### src/rtl/game_pkg.sv
// -----------------------------------------------------------------------------
// game_pkg
// Shared definitions for the game-flow blocks (level controller, frog, display).
//   game_state_t  : game state encoding, as seen on o_State
//   SCORE_W       : score/level width
//   LIVES_W       : lives counter width
//   MAX_LIVES     : upper bound on the lives counter
//   LFSR_W        : width of the reverse-pattern LFSR
//   lfsr_next()   : one step of the x^8+x^6+x^5+x^4+1 Fibonacci LFSR
//   is_mult_of_5(): bonus-life score test
// -----------------------------------------------------------------------------
package game_pkg;

    typedef enum logic [1:0] {
        ST_IDLE      = 2'd0,
        ST_PLAY      = 2'd1,
        ST_LEVEL_UP  = 2'd2,
        ST_GAME_OVER = 2'd3
    } game_state_t;

    localparam int SCORE_W = 6;
    localparam int LIVES_W = 2;
    localparam logic [LIVES_W-1:0] MAX_LIVES = 2'd3;
    localparam int LFSR_W  = 8;

    // Taps 8,6,5,4 (1-based) map to bits 7,5,4,3; new bit shifts in at the LSB.
    function automatic logic [LFSR_W-1:0] lfsr_next(input logic [LFSR_W-1:0] cur);
        return {cur[6:0], cur[7] ^ cur[5] ^ cur[4] ^ cur[3]};
    endfunction

    function automatic logic is_mult_of_5(input logic [SCORE_W-1:0] score);
        return ((score % 6'd5) == 6'd0);
    endfunction

endpackage

### src/rtl/reverse_pattern_lfsr.sv
// -----------------------------------------------------------------------------
// reverse_pattern_lfsr
// Free-running 8-bit Fibonacci LFSR (x^8+x^6+x^5+x^4+1) supplying the pseudo-
// random lane direction mask. Advances on every clock, never stalls.
// Ports:
//   i_Clk    in  1  clock, posedge
//   i_Rst_n  in  1  asynchronous active-low reset, loads SEED
//   o_Lfsr   out 8  current LFSR state (registered)
// SEED must be nonzero, otherwise the register locks up at zero.
// -----------------------------------------------------------------------------
module reverse_pattern_lfsr
    import game_pkg::*;
#(
    parameter logic [LFSR_W-1:0] SEED = 8'hA5
) (
    input  logic              i_Clk,
    input  logic              i_Rst_n,
    output logic [LFSR_W-1:0] o_Lfsr
);

    logic [LFSR_W-1:0] lfsr_r;

    // LFSR state register, stepped every cycle
    always_ff @(posedge i_Clk or negedge i_Rst_n) begin
        if (!i_Rst_n) begin
            lfsr_r <= SEED;
        end else begin
            lfsr_r <= lfsr_next(lfsr_r);
        end
    end

    assign o_Lfsr = lfsr_r;

endmodule

### src/rtl/level_controller.sv
// -----------------------------------------------------------------------------
// level_controller
// Game-flow controller upstream of the obstacle-movement stage. Converts frog
// events into score, level-up pulse and lane reverse mask, and tracks lives,
// game state and frog respawn requests.
// Ports:
//   i_Clk         in  1         clock, posedge
//   i_Rst_n       in  1         asynchronous active-low reset
//   i_Start       in  1         start pulse (IDLE / GAME_OVER only)
//   i_Frog_Goal   in  1         frog reached top row
//   i_Collision   in  1         frog hit a car
//   o_Score       out 6         score / level
//   o_Level_Up    out 1         one-cycle pulse, o_Reverse valid alongside
//   o_Reverse     out NUM_BITS  lane direction mask, 1 = right-to-left
//   o_Lives       out 2         remaining lives
//   o_State       out 2         IDLE=0, PLAY=1, LEVEL_UP=2, GAME_OVER=3
//   o_Frog_Reset  out 1         one-cycle respawn request
// Build option: LEVEL_CTRL_BONUS_LIFE_EN - when defined, a level-up whose new
// score is a multiple of 5 adds one life (capped at MAX_LIVES).
// -----------------------------------------------------------------------------
module level_controller
    import game_pkg::*;
#(
    parameter int                NUM_BITS    = 4,
    parameter int                START_LIVES = 3,
    parameter int                MAX_SCORE   = 63,
    parameter int                LEVEL_HOLD  = 25000000,
    parameter logic [LFSR_W-1:0] LFSR_SEED   = 8'hA5
) (
    input  logic                i_Clk,
    input  logic                i_Rst_n,
    input  logic                i_Start,
    input  logic                i_Frog_Goal,
    input  logic                i_Collision,
    output logic [SCORE_W-1:0]  o_Score,
    output logic                o_Level_Up,
    output logic [NUM_BITS-1:0] o_Reverse,
    output logic [LIVES_W-1:0]  o_Lives,
    output logic [1:0]          o_State,
    output logic                o_Frog_Reset
);

    localparam int HOLD_W = (LEVEL_HOLD > 1) ? $clog2(LEVEL_HOLD) : 1;
    localparam logic [HOLD_W-1:0]  HOLD_LAST   = HOLD_W'(LEVEL_HOLD - 1);
    localparam logic [SCORE_W-1:0] SCORE_MAX   = SCORE_W'(MAX_SCORE);
    localparam logic [LIVES_W-1:0] LIVES_START = LIVES_W'(START_LIVES);

    game_state_t         state_r;
    logic [SCORE_W-1:0]  score_r;
    logic                level_up_r;
    logic [NUM_BITS-1:0] reverse_r;
    logic [LIVES_W-1:0]  lives_r;
    logic                frog_reset_r;
    logic [HOLD_W-1:0]   hold_cnt_r;
    logic [LFSR_W-1:0]   lfsr_s;
    logic                lfsr_unused_s;
    logic [SCORE_W-1:0]  score_inc_s;

    reverse_pattern_lfsr #(
        .SEED (LFSR_SEED)
    ) u_lfsr (
        .i_Clk   (i_Clk),
        .i_Rst_n (i_Rst_n),
        .o_Lfsr  (lfsr_s)
    );

    // Only the low NUM_BITS of the LFSR reach the lanes.
    assign lfsr_unused_s = ^lfsr_s;

    // Saturating score increment applied on a level-up
    always_comb begin
        score_inc_s = score_r;
        if (score_r >= SCORE_MAX) begin
            score_inc_s = SCORE_MAX;
        end else begin
            score_inc_s = score_r + 6'd1;
        end
    end

    // Game-flow state machine with registered outputs
    always_ff @(posedge i_Clk or negedge i_Rst_n) begin
        if (!i_Rst_n) begin
            state_r      <= ST_IDLE;
            score_r      <= 6'd0;
            level_up_r   <= 1'b0;
            reverse_r    <= '0;
            lives_r      <= 2'd0;
            frog_reset_r <= 1'b0;
            hold_cnt_r   <= '0;
        end else begin
            level_up_r   <= 1'b0;
            frog_reset_r <= 1'b0;
            case (state_r)
                ST_IDLE, ST_GAME_OVER: begin
                    // Score stays frozen in GAME_OVER until a restart.
                    if (i_Start) begin
                        state_r      <= ST_PLAY;
                        score_r      <= 6'd1;
                        lives_r      <= LIVES_START;
                        reverse_r    <= lfsr_s[NUM_BITS-1:0];
                        level_up_r   <= 1'b1;
                        frog_reset_r <= 1'b1;
                    end else begin
                        state_r <= state_r;
                    end
                end
                ST_PLAY: begin
                    // Collision takes priority; a coincident goal is dropped.
                    if (i_Collision) begin
                        if (lives_r <= 2'd1) begin
                            lives_r <= 2'd0;
                            state_r <= ST_GAME_OVER;
                        end else begin
                            lives_r      <= lives_r - 2'd1;
                            frog_reset_r <= 1'b1;
                        end
                    end else if (i_Frog_Goal) begin
                        state_r    <= ST_LEVEL_UP;
                        score_r    <= score_inc_s;
                        reverse_r  <= lfsr_s[NUM_BITS-1:0];
                        level_up_r <= 1'b1;
                        hold_cnt_r <= '0;
`ifdef LEVEL_CTRL_BONUS_LIFE_EN
                        if (is_mult_of_5(score_inc_s) && (lives_r < MAX_LIVES)) begin
                            lives_r <= lives_r + 2'd1;
                        end else begin
                            lives_r <= lives_r;
                        end
`endif
                    end else begin
                        state_r <= ST_PLAY;
                    end
                end
                ST_LEVEL_UP: begin
                    // Frog events are ignored while the level banner is held.
                    if (hold_cnt_r == HOLD_LAST) begin
                        state_r      <= ST_PLAY;
                        frog_reset_r <= 1'b1;
                        hold_cnt_r   <= '0;
                    end else begin
                        hold_cnt_r <= hold_cnt_r + 1'b1;
                    end
                end
                default: begin
                    state_r <= ST_IDLE;
                end
            endcase
        end
    end

    assign o_Score      = score_r;
    assign o_Level_Up   = level_up_r;
    assign o_Reverse    = reverse_r;
    assign o_Lives      = lives_r;
    assign o_State      = state_r;
    assign o_Frog_Reset = frog_reset_r;

endmodule
### config.mk
export PLATFORM = sky130hd
export DESIGN_NAME = level_controller
export DESIGN_NICKNAME = d
export VERILOG_FILES = /design/src/rtl/game_pkg.sv /design/src/rtl/reverse_pattern_lfsr.sv /design/src/rtl/level_controller.sv
export SDC_FILE = /design/constraint.sdc
export NUM_CORES = 1
export LEC_CHECK = 0
export CELL_PAD_IN_SITES_DETAIL_PLACEMENT = 1
export CELL_PAD_IN_SITES_GLOBAL_PLACEMENT = 2
export CORE_UTILIZATION = 37
export DETAILED_ROUTE_END_ITERATION = 7
export GPL_TIMING_DRIVEN = 0
export PLACE_DENSITY = 0.89
export SLEW_MARGIN = 10
export SYNTH_ARGS = -nofsm -noshare
export SYNTH_HDL_FRONTEND = slang
export SYNTH_HIERARCHICAL = 1
export SYNTH_SLANG_ARGS = --single-unit
### constraint.sdc
create_clock -name i_Clk -period 2.36 [get_ports i_Clk]
set_input_delay 0.236 -clock i_Clk [delete_from_list [all_inputs] [get_ports i_Clk]]
set_output_delay 0.236 -clock i_Clk [all_outputs]
set_load 0.005 [all_outputs]
==> impl_metrics.prom <==
# TYPE chip_impl_metric gauge
chip_impl_metric{name="wl_per_cell",unit="um"} 15.3
chip_impl_metric{name="min_path_cells",unit=""} 0
chip_impl_metric{name="yosysSeqAreaShare",unit="%"} 49.2
chip_impl_metric{name="io_buffers",unit=""} 20
chip_impl_metric{name="proportion_of_layout_cells_with_a_drive_suffix_above_1",unit="%"} 12.2
chip_impl_metric{name="final-setup-viol-count",unit=""} 0
chip_impl_metric{name="worst-endpoint-required",unit="ps"} 2530
chip_impl_info{name="timing_worst_setup_path_type",value="flip-flop to flip-flop"} 1
chip_impl_metric{name="number_of_detailed_route_iterations_in_the_first_pass",unit=""} 6
chip_impl_metric{name="max-vdd-ir-drop",unit="uV"} 295
chip_impl_metric{name="final_max_slew_viol_count",unit=""} 0
chip_impl_metric{name="cts_buffers",unit=""} 5
chip_impl_metric{name="die_x",unit="um"} 84.2
chip_impl_metric{name="power.share.clock",unit="%"} 41.0
chip_impl_info{name="type_of_destination_of_the_critical_path",value="flip-flop"} 1
chip_impl_metric{name="fin_tns_setup",unit="ps"} 0
chip_impl_metric{name="die_h",unit="um"} 84.2
chip_impl_info{name="startpoint_type",value="flip-flop"} 1
chip_impl_metric{name="largest_net_degree_at_the_start_of_global_routing",unit=""} 31
chip_impl_metric{name="rows",unit=""} 29
chip_impl_metric{name="globalRouteTotalUtil",unit="%"} 17.5
chip_impl_info{name="cts_tree",value="built"} 1
chip_impl_metric{name="finalHoldViolations",unit=""} 0
chip_impl_metric{name="max_cap_violations",unit=""} 0
chip_impl_metric{name="drt-total-wl",unit="um"} 5580
chip_impl_metric{name="clkSlewWorstSetupHoldPaths",unit="ps"} 90
chip_impl_metric{name="globalplace.congestion",unit=""} 0.761
chip_impl_metric{name="route.vias.total",unit=""} 1979
chip_impl_metric{name="hpwl",unit="um"} 4050
chip_impl_metric{name="pwr_density_cell",unit="nW/um^2"} 500
chip_impl_metric{name="clock_path_buffers",unit=""} 2
chip_impl_metric{name="worstMarginPinSlew",unit="ps"} 584
chip_impl_metric{name="drt_first_iter_violations",unit=""} 64
chip_impl_metric{name="num-fill-cells",unit=""} 752
chip_impl_metric{name="synthesis.nets",unit=""} 267
chip_impl_metric{name="fmax",unit="GHz"} 0.453
chip_impl_metric{name="cp.arrival",unit="ps"} 2380
chip_impl_metric{name="maxSlewHeadroom",unit="%"} 61.0
chip_impl_metric{name="core-area",unit="sq um"} 6420
chip_impl_metric{name="pin_count",unit=""} 21
chip_impl_metric{name="place.detailed.instances",unit=""} 356
chip_impl_metric{name="area_delta_synth_final",unit="%"} 17.9
chip_impl_metric{name="post_synthesis_async_set_or_reset_flop_share",unit="%"} 100
chip_impl_metric{name="power_report.internal_total",unit="mW"} 1.17
chip_impl_metric{name="timing.clock.skew",unit="ps"} 9.28
chip_impl_metric{name="combPwrFrac",unit="%"} 2.1
chip_impl_metric{name="synth_area",unit="sq um"} 2500
chip_impl_metric{name="critical_path_peak_fanout",unit=""} 10
chip_impl_metric{name="count_of_mapped_cells_out_of_synthesis",unit=""} 258
chip_impl_metric{name="synth-edff-count",unit=""} 0
chip_impl_metric{name="yosys_synthesis_warning_count",unit=""} 6
chip_impl_metric{name="rr_worst_depth",unit=""} 11
chip_impl_metric{name="nets",unit=""} 295
chip_impl_metric{name="design.die.area",unit="sq um"} 7090
chip_impl_metric{name="ant_nets",unit=""} 0
chip_impl_metric{name="design_area",unit="sq um"} 2950
chip_impl_metric{name="first_global_vias",unit=""} 2031
chip_impl_metric{name="filler_free_cell_count_of_the_finished_design",unit=""} 364
chip_impl_info{name="outcome",value="finished, violations left"} 1
chip_impl_metric{name="grt_antenna_before_repair",unit=""} 0
chip_impl_metric{name="postSynthAreaPerCell",unit="sq um"} 9.69
chip_impl_metric{name="synth.ff_latch_count",unit=""} 49
chip_impl_metric{name="route.detailed.vias_per_inst",unit=""} 5.44
chip_impl_metric{name="switching_share",unit="%"} 20.9
chip_impl_metric{name="switchingPower",unit="mW"} 0.308
chip_impl_metric{name="number_of_sinks_handled_by_clock_tree_synthesis",unit=""} 49
chip_impl_metric{name="seq_power_share",unit="%"} 56.9
chip_impl_metric{name="leakagePower",unit="nW"} 1.26
chip_impl_metric{name="first_pass_grt_wire_length",unit="um"} 10000
chip_impl_metric{name="drc",unit=""} 6
chip_impl_metric{name="insertion_delay",unit="ps"} 300
chip_impl_metric{name="detailed_place.area",unit="sq um"} 2810
chip_impl_info{name="synth_ff_type",value="dfrtp_1"} 1
chip_impl_metric{name="cts-htree-levels",unit=""} 2
chip_impl_metric{name="n_antenna_cell",unit=""} 0
chip_impl_info{name="min_path_type",value="flip-flop to flip-flop"} 1
chip_impl_metric{name="grt.overflow.total",unit=""} 0
chip_impl_metric{name="yosys.cell_types.count",unit=""} 44
chip_impl_metric{name="final_core_util",unit="%"} 45.9
chip_impl_metric{name="period_share",unit="%"} 93.6
chip_impl_metric{name="post-route-min-period",unit="ps"} 2210
chip_impl_metric{name="starting_density_of_the_core",unit="%"} 38.9
chip_impl_info{name="violated_checks",value="design-rule violations"} 1
chip_impl_metric{name="totalPowerFinal",unit="mW"} 1.47
chip_impl_info{name="ctsRootBufferMaster",value="clkbuf_8"} 1
[synth_stat cells (2+ instances only)]
master,number,share of area (%)
nor3_1,9,1.8
or4_1,3,0.90
xor2_1,6,2.1
nor4_1,2,0.50
a21oi_1,15,3.0
ha_1,4,2.0
a21o_1,4,1.2
clkbuf_1,3,0.45
nand3_1,11,2.2
a22o_1,4,1.4
a31oi_1,3,0.75
and3_1,6,1.5
xnor2_1,4,1.4
nor2_1,17,2.6
nand2_1,31,4.7
o21ai_0,25,5.0
inv_1,8,1.2
clkbuf_2,2,0.40
nor2b_1,2,0.50
or2_2,2,0.50
and2_1,5,1.3
nand2b_1,4,1.0
nand4_1,8,2.0
buf_2,2,0.40
dfstp_2,4,4.2
mux2i_1,8,3.2
mux2_2,5,2.3
dfrtp_1,45,45
[cells in the final DEF (no fill, tap or decap), drive strengths merged, types with 2 or more instances in the layout]
master,count
mux2i,8
nand3,11
nor2,17
a31oi,3
mux2,6
buf,5
nand2,31
or4,4
xnor2,4
and3,7
o21ai,26
dfstp,4
nor2b,2
inv,8
ha,4
clkdlybuf4s50,19
nor4,3
dfrtp,45
a22o,4
nand4,9
nor3,9
a21o,4
or2,2
and2,5
a21oi,16
xor2,6
clkbuf,8
nand2b,4
[power by group through the flow]
| stage | combinational [mW] | clock, mW | sequential (mW) |
|---|---|---|---|
| 2_1_floorplan | 0.00116 | 0 | 0.856 |
| 3_3_place_gp | 0.0275 | 0 | 0.856 |
| 3_5_place_dp | 0.0311 | 0 | 0.856 |
| 4_1_cts | 0.0321 | 0.628 | 0.839 |
| 5_1_grt | 0.0355 | 0.656 | 0.839 |
| 6_report | 0.0306 | 0.605 | 0.839 |
[critical path, stage by stage (launching register included)]
cell	delay [ps]
dfrtp_1	380
inv_1	60
ha_1	170
clkbuf_2	170
nand3b_1	130
buf_4	160
and2_1	120
buf_2	180
clkbuf_1	410
nor2_1	80
mux2i_1	130
o21ai_0	90
[routing by layer]
layer  GRT usage, %  vias up  share of wire (%)
met5              0        -                  0
met4           3.29        0               0.68
met3           3.05        4                1.9
met2           30.4       15                 48
met1           23.1      980                 49
li1               -      980                  -
[final cells by class]
cell class                 count  area (sq um)  share of cell area, %
timing repair buffer          23           233                   7.89
buffer                         5          23.8                  0.806
tap                           77          96.3                   3.27
clock buffer                   5          68.8                   2.33
clock inverter                 3          46.3                   1.57
multi-input combinational    194          1220                   41.3
sequential                    49          1230                   41.8
inverter                       8          30.0                   1.02
[registers in the layout, summed over array words and instances, names as in the netlist]
register       flops
hold_cnt_r        25
u_lfsr/o_Lfsr      8
o_Score            6
o_Reverse          4
o_Lives            2
o_State            2
o_Frog_Reset       1
o_Level_Up         1
[path summary, 6_finish.rpt]
path                                   from               end  slack (ps)
setup / recovery                 o_State[1]    hold_cnt_r[17]         150
hold / removal             u_lfsr/o_Lfsr[6]  u_lfsr/o_Lfsr[7]         360
setup reg to reg                 o_State[1]    hold_cnt_r[17]         150
hold reg to reg            u_lfsr/o_Lfsr[6]  u_lfsr/o_Lfsr[7]         360
max in group asynchronous           i_Rst_n  u_lfsr/o_Lfsr[2]        1310
min in group asynchronous           i_Rst_n    hold_cnt_r[19]         450
[per-stage QoR]
step | worst slack (ps) | hold slack (ps)
after floorplan | 367 | -59.6
after global placement | -462 | 334
after detailed placement | -38.6 | 250
after CTS | 69.1 | 370
after global routing | -16.1 | 381
final | 151 | 364
[what timing repair did]
item,in CTS,in global routing
endpoints found under the hold margin,19,0
pin swaps,0,1
setup buffers,0,1
hold buffers,1,0
gates resized for setup,1,1
setup endpoints to repair,11,23
[kinds of logic (layout without fill, tap and decap cells)]
kind of cell / after synthesis / after routing / share of synthesized area [%]
flops: 49 / 49 / 49.2
buf+inv: 15 / 44 / 2.45
mux: 14 / 14 / 5.90
simple gates: 108 / 108 / 23.0
fa+ha+maj: 4 / 4 / 2.00
xor+xnor: 10 / 10 / 3.50
compound gates: 58 / 58 / 13.9
Note: power is estimated with default switching activity, not from simulation.
